<file path="config.mk">
export PLATFORM = sky130hd
export DESIGN_NAME = conv_encoder_stream
export DESIGN_NICKNAME = d
export VERILOG_FILES = /design/src/rtl/conv_enc_pkg.sv /design/src/rtl/conv_shift_core.sv /design/src/rtl/conv_encoder_stream.sv
export SDC_FILE = /design/constraint.sdc
export NUM_CORES = 1
export LEC_CHECK = 0
export BUFFER_PORTS_ARGS = -buffer_cell sky130_fd_sc_hd__buf_2
export CAP_MARGIN = 40
export CORE_ASPECT_RATIO = 1.4
export CORE_MARGIN = 3
export CORE_UTILIZATION = 47
export DETAILED_ROUTE_END_ITERATION = 8
export PLACE_DENSITY = 0.68
export SLEW_MARGIN = 10
export SYNTH_ARGS = -nofsm -noshare
export SYNTH_HDL_FRONTEND = slang
export SYNTH_SLANG_ARGS = --single-unit
</file>
<file path="constraint.sdc">
create_clock -name clk -period 2.18 [get_ports clk]
set_input_delay 0.327 -clock clk [delete_from_list [all_inputs] [get_ports clk]]
set_output_delay 0.327 -clock clk [all_outputs]
set_load 0.005 [all_outputs]
</file>
<file path="src/rtl/conv_enc_pkg.sv">
// Shared types, limits and the generator XOR helper for the streaming convolutional encoder.
package conv_enc_pkg;

  typedef enum logic [1:0] {
    IDLE = 2'd0,
    ENC  = 2'd1,
    TAIL = 2'd2
  } enc_state_e;

  localparam int K_MAX = 9;
  localparam int N_MAX = 4;

  // Generator j sits at bits [j*K +: K]; the MSB of each generator taps the current bit.
  localparam logic [13:0] G_K7_133_171 = {7'o171, 7'o133};
  localparam logic [5:0]  G_K3_7_5     = {3'o7, 3'o5};

  function automatic logic [N_MAX-1:0] conv_sym(
    input logic [N_MAX*K_MAX-1:0] g,
    input int                     k,
    input int                     n,
    input logic                   cur_bit,
    input logic [K_MAX-2:0]       sr
  );
    logic [N_MAX-1:0] sym;
    logic [K_MAX-1:0] win;
    sym = '0;
    win = {1'b0, sr};
    win[k-1] = cur_bit;
    for (int j = 0; j < N_MAX; j++) begin
      for (int i = 0; i < K_MAX; i++) begin
        if (j < n && i < k) begin
          sym[j] = sym[j] ^ (g[j*k + i] & win[i]);
        end
      end
    end
    return sym;
  endfunction

endpackage

</file>
<file path="src/rtl/conv_shift_core.sv">
// K-1 bit encoder shift register and the N generator XOR trees over {load_bit, sr}.
module conv_shift_core
  import conv_enc_pkg::*;
#(
  parameter int           K = 7,
  parameter int           N = 2,
  parameter logic [N*K-1:0] G = G_K7_133_171
) (
  input  logic         clk,
  input  logic         load_bit,
  input  logic         advance,
  input  logic         clear,
  output logic [N-1:0] sym
);

  logic [K-2:0]           sr_q, sr_d;
  logic [K_MAX-2:0]       sr_pad;
  logic [N_MAX*K_MAX-1:0] g_pad;
  logic [N_MAX-1:0]       sym_full;
  logic                   unused_sym_hi;

  // Newest bit enters at the top so sr[K-2] is the previous input bit.
  always_comb begin
    sr_d = sr_q;
    if (clear) begin
      sr_d = '0;
    end else if (advance) begin
      sr_d = (sr_q >> 1) | ((K-1)'(load_bit) << (K-2));
    end
  end

  always_comb begin
    sr_pad = '0;
    sr_pad[K-2:0] = sr_q;
    g_pad = '0;
    g_pad[N*K-1:0] = G;
    sym_full = conv_sym(g_pad, K, N, load_bit, sr_pad);
  end

  assign sym = sym_full[N-1:0];
  assign unused_sym_hi = ^sym_full;

  always_ff @(posedge clk) begin
    sr_q <= sr_d;
  end

endmodule

</file>
<file path="src/rtl/conv_encoder_stream.sv">
// Rate-1/N convolutional encoder with valid/ready streaming and K-1 zero tail per frame.
// Optional puncturing is enabled by defining CONV_PUNCT_EN.
module conv_encoder_stream
  import conv_enc_pkg::*;
#(
  parameter int                     K         = 7,
  parameter int                     N         = 2,
  parameter logic [N*K-1:0]         G         = G_K7_133_171,
  parameter int                     DIN_W     = 8,
  parameter int                     PUNCT_P   = 3,
  parameter logic [N*PUNCT_P-1:0]   PUNCT_PAT = 6'b111011
) (
  input  logic             clk,
  input  logic             reset_n,
  input  logic             s_valid,
  output logic             s_ready,
  input  logic [DIN_W-1:0] s_data,
  input  logic             s_last,
  output logic             m_valid,
  input  logic             m_ready,
  output logic [N-1:0]     m_data,
  output logic [N-1:0]     m_keep,
  output logic             m_last,
  output logic             busy
);

  if (K < 2 || K > K_MAX) begin : g_bad_k
    $error("conv_encoder_stream: K out of range 2..9");
  end
  if (N < 2 || N > N_MAX) begin : g_bad_n
    $error("conv_encoder_stream: N out of range 2..4");
  end
  if (DIN_W < 1 || DIN_W > 32) begin : g_bad_w
    $error("conv_encoder_stream: DIN_W out of range 1..32");
  end
  if (PUNCT_P < 1 || PUNCT_PAT == '0) begin : g_bad_punct
    $error("conv_encoder_stream: puncture period or pattern invalid");
  end

  localparam int CNT_W = (DIN_W > 1) ? $clog2(DIN_W) : 1;
  localparam int TC_W  = (K > 2) ? $clog2(K - 1) : 1;

  enc_state_e       state_q, state_d;
  logic [DIN_W-1:0] word_q, word_d;
  logic             last_q, last_d;
  logic [CNT_W-1:0] bit_cnt_q, bit_cnt_d;
  logic [TC_W-1:0]  tail_cnt_q, tail_cnt_d;
  logic             m_valid_q, m_valid_d;
  logic [N-1:0]     m_data_q, m_data_d;
  logic [N-1:0]     m_keep_q, m_keep_d;
  logic             m_last_q, m_last_d;
  logic             adv, last_bit, last_tail, cur_bit, emit, sym_last;
  logic [N-1:0]     sym;

`ifdef CONV_PUNCT_EN
  localparam int PH_W = (PUNCT_P > 1) ? $clog2(PUNCT_P) : 1;
  logic [PH_W-1:0] phase_q, phase_d;
  logic [N-1:0]    keep_slice;
`endif

  // Handshakes: a transfer happens on a clk edge where valid && ready; the output
  // register only changes when it is empty or its symbol is being taken (adv).
  always_comb begin
    adv       = !m_valid_q || m_ready;
    last_bit  = (bit_cnt_q == CNT_W'(DIN_W - 1));
    last_tail = (tail_cnt_q == TC_W'(K - 2));
    cur_bit   = (state_q == ENC) ? word_q[DIN_W-1] : 1'b0;
    emit      = adv && (state_q != IDLE);
    sym_last  = (state_q == TAIL) && last_tail;
    s_ready   = (state_q == IDLE) ||
                ((state_q == ENC) && adv && last_bit && !last_q);
  end

  always_comb begin
    state_d    = state_q;
    word_d     = word_q;
    last_d     = last_q;
    bit_cnt_d  = bit_cnt_q;
    tail_cnt_d = tail_cnt_q;
    case (state_q)
      IDLE: begin
        if (s_valid) begin
          word_d    = s_data;
          last_d    = s_last;
          bit_cnt_d = '0;
          state_d   = ENC;
        end
      end
      ENC: begin
        if (adv) begin
          word_d = word_q << 1;
          if (last_bit) begin
            bit_cnt_d = '0;
            if (last_q) begin
              tail_cnt_d = '0;
              state_d    = TAIL;
            end else if (s_valid) begin
              word_d = s_data;
              last_d = s_last;
            end else begin
              state_d = IDLE;
            end
          end else begin
            bit_cnt_d = bit_cnt_q + CNT_W'(1);
          end
        end
      end
      TAIL: begin
        if (adv) begin
          if (last_tail) begin
            state_d = IDLE;
          end else begin
            tail_cnt_d = tail_cnt_q + TC_W'(1);
          end
        end
      end
      default: state_d = IDLE;
    endcase
  end

  always_comb begin
    m_valid_d = m_valid_q;
    m_data_d  = m_data_q;
    m_keep_d  = m_keep_q;
    m_last_d  = m_last_q;
`ifdef CONV_PUNCT_EN
    phase_d    = phase_q;
    keep_slice = PUNCT_PAT[int'(phase_q)*N +: N];
`endif
    if (adv) begin
      m_valid_d = 1'b0;
      m_last_d  = 1'b0;
    end
    if (emit) begin
      m_data_d  = sym;
      m_last_d  = sym_last;
      m_valid_d = 1'b1;
`ifdef CONV_PUNCT_EN
      // The frame-final symbol is always shown in full so m_last is never punctured away.
      m_keep_d = sym_last ? {N{1'b1}} : keep_slice;
      if (!sym_last && keep_slice == '0) begin
        m_valid_d = 1'b0;
      end
      if (sym_last || phase_q == PH_W'(PUNCT_P - 1)) begin
        phase_d = '0;
      end else begin
        phase_d = phase_q + PH_W'(1);
      end
`else
      m_keep_d = {N{1'b1}};
`endif
    end
  end

  conv_shift_core #(
    .K (K),
    .N (N),
    .G (G)
  ) u_core (
    .clk      (clk),
    .load_bit (cur_bit),
    .advance  (emit),
    .clear    (!reset_n),
    .sym      (sym)
  );

  always_ff @(posedge clk) begin
    if (!reset_n) begin
      state_q    <= IDLE;
      word_q     <= '0;
      last_q     <= 1'b0;
      bit_cnt_q  <= '0;
      tail_cnt_q <= '0;
      m_valid_q  <= 1'b0;
      m_data_q   <= '0;
      m_keep_q   <= '0;
      m_last_q   <= 1'b0;
`ifdef CONV_PUNCT_EN
      phase_q    <= '0;
`endif
    end else begin
      state_q    <= state_d;
      word_q     <= word_d;
      last_q     <= last_d;
      bit_cnt_q  <= bit_cnt_d;
      tail_cnt_q <= tail_cnt_d;
      m_valid_q  <= m_valid_d;
      m_data_q   <= m_data_d;
      m_keep_q   <= m_keep_d;
      m_last_q   <= m_last_d;
`ifdef CONV_PUNCT_EN
      phase_q    <= phase_d;
`endif
    end
  end

  assign m_valid = m_valid_q;
  assign m_data  = m_data_q;
  assign m_keep  = m_keep_q;
  assign m_last  = m_last_q;
  assign busy    = (state_q != IDLE);

endmodule

</file>
==> key figures <==
Run status
  – Status: complete, no violations

STA
  – Count of final hold-check violations: 0
  – Slew Viols, Final: 0
  – Clock Skews: 0.00219 ns
  – Highest clock rate: 487 MHz
  – Relative slew margins: 67.2%
  – Slew @ Worst Pin: 0.491 ns
  – Setup ws final: 0.126 ns
  – Crit path time final: 2.05 ns
  – RSZ-0062 raised after global routing: no
  – Setup TNS: 0 ns
  – Tcrit/Tclk final: 94.2%
  – Worst hold margin: 0.245 ns
  – Final setup fails: 0

Floorplanning
  – Chip width: 52.0 um
  – CORE AREA: 0.00273 sq mm
  – Initial Utilization: 51.1%
  – Die area: 0.00366 sq mm
  – Height of the chip: 70.4 um
  – Ports: 21
  – Num rows: 22

Setup path
  – Crit end category: primary output
  – R2R Path Start: state_q[0]
  – Crit path from: bit_cnt_q[0]
  – Crit path max-delay family: flip-flops
  – Max incr delay on CP: 0.39 ns
  – Crit path buf inv count: 1
  – Crit path cell chain: ha_1, ha_2, nand2_1, or2_2, a21oi_1, buf_2
  – CP Class: flop to primary output
  – Setup crit start kind: flop
  – Crit Path Max Fanout: 5
  – Critical path data arrival time: 1.73 ns
  – CP required: 1.85 ns
  – Slowest stage cell on the critical path: dfxtp_1

Cells and area
  – Fin util: 57.6%
  – Share of cells above drive strength 1: 19.0%
  – Most frequent cells in the layout: dfxtp_1, buf_2, nand2_1
  – Post-route insts no fill: 210
  – Most common cell after layout, fill and taps aside: dfxtp_1
  – Final instance area: 0.00157 sq mm
  – P&R area growth vs syn: 12.8%
  – Nets: 192
  – N_diodes: 0

Routing
  – DRT iter0 DRCs: 21
  – WL per Instance: 12.0 um
  – Post-Route WL: 2520 um
  – Post-route ant nets: 0
  – DR pass1 iterations: 4
  – Via density per instance: 5.49
  – Drt drc: 0
  – Via count: 1153

Global routing
  – Total GRT Usage: 14.9%
  – Largest net degree at the start of global routing: 30
  – Vias in the first global route: 1058
  – Initial antenna violation count: 0
  – Grt total ovfl: 0
  – First-pass GRT wire length: 4330 um

Logic synthesis
  – EDFF count, synth: 0
  – Post-Syn Nets: 176
  – YS warnings: 0
  – Top_reg_cell synth: dfxtp_1
  – Sequential area share after synthesis: 40.3%
  – Synth unique cells: 34
  – Yosys reg bits: 28
  – Async set-reset flop share out of synthesis: 0%
  – Post-Syn Instances: 159
  – Mean Syn Cell Area: 8.75 sq um
  – Post-Syn Area: 0.00139 sq mm

Min path
  – Hold Crit Class: input port to flop
  – HP Start: s_data[0]

Placed design
  – Post-DP Area: 0.00151 sq mm
  – DP Cell Count: 206
  – Input/output buffers: 20
  – RD Place Congestion: 0.758
  – Place WS: 0.475 ns
  – Post-DP HPWL: 1830 um

Pwr
  – Final Power: 1.02 mW
  – Pleak: 0.636 nW
  – PwrDens: 648 mW/mm^2
  – Worst vdd ir: 0.594 mV

Clock network
  – Post CTS Setup Buffer Count: 0
  – CTS tree: built
  – Clk_lat worst skew: 0.32 ns
  – Post-cts sizing count: 0
  – Clk slew on worst S/H paths: 0.14 ns
  – CTS Buf Count: 3
  – Hold buffer count at cts: 0
  – Root buf cell: clkbuf_4
  – CTS Sinks: 28
  – H-tree Lvls: 1
  – Clock buffer depth: 2

Job
  – Max-Cap Viols: 0
==> final timing paths <==
path	cells past startpoint	slack, ns	to
max	6	0.13	s_ready
min	3	0.24	word_q[0]
max reg2reg	4	0.42	tail_cnt_q[1]
min reg2reg	2	0.47	m_last
==> cell type report <==
class                   instances  area [sq um]
flip-flops and latches         28           561
repair buffers                 24           130
multi-input cells             116           773
clock buffers                   3          22.5
inverters                       2          7.51
clock inverters                 1          30.0
well taps                      36          45.0
fillers                       245          1160
==> routing by layer <==
layer	vias to the layer above	wire (um)	GRT usage (%)
li1	589	-	-
met4	0	20	5.54
met1	532	1080	17.8
met2	30	1300	25.5
met3	2	122	2.77
met5	-	0	0
==> cells in the mapped netlist, types with 3 or more instances <==
library cell | n | area (sq um)
dfxtp_1 | 28 | 561
nand2_1 | 17 | 63.8
o21ai_0 | 15 | 75.1
a21boi_0 | 12 | 90.1
clkbuf_1 | 10 | 37.5
a21oi_1 | 9 | 45.0
mux2i_1 | 8 | 80.1
nor2b_1 | 7 | 43.8
ha_1 | 4 | 50.1
nand2b_1 | 4 | 25.0
nand3_1 | 4 | 20.0
nor2_1 | 4 | 15.0
a31oi_1 | 3 | 18.8
nor3b_1 | 3 | 22.5
o21a_1 | 3 | 22.5
==> flip-flops by register name (all words and copies together), names as in the netlist <==
register / flops
word_q: 8
m_data: 2
last_q: 1
u_core.sr_q: 6
tail_cnt_q: 3
m_last: 1
bit_cnt_q: 3
m_valid: 1
state_q: 2
m_keep: 1
==> cell families (layout without fill, tap and decap cells) <==
| family | Yosys count | after routing | share of synthesized area (%) |
|---|---|---|---|
| mux | 8 | 8 | 5.76 |
| buf+inv | 15 | 30 | 4.68 |
| fa+ha+maj | 4 | 4 | 3.60 |
| xor+xnor | 3 | 3 | 2.88 |
| simple gates | 48 | 48 | 18.2 |
| flops | 28 | 28 | 40.3 |
| compound gates | 53 | 53 | 24.6 |
==> power by group <==
group	total, mW	switching, mW	internal, mW	leakage, nW
combinational	0.125	0.0631	0.0617	0.379
clock	0.335	0.149	0.186	0.0279
sequential	0.557	0.0206	0.536	0.229
total	1.02	0.232	0.784	0.636
==> worst reg2reg max path, cell delays in order (launching register included) <==
cell and delay [ns]:
dfxtp_1 0.64, nor2b_1 0.24, a32oi_1 0.17, or4b_1 0.50, a21boi_1 0.15
No activity file was read; power rests on OpenSTA's default activity.
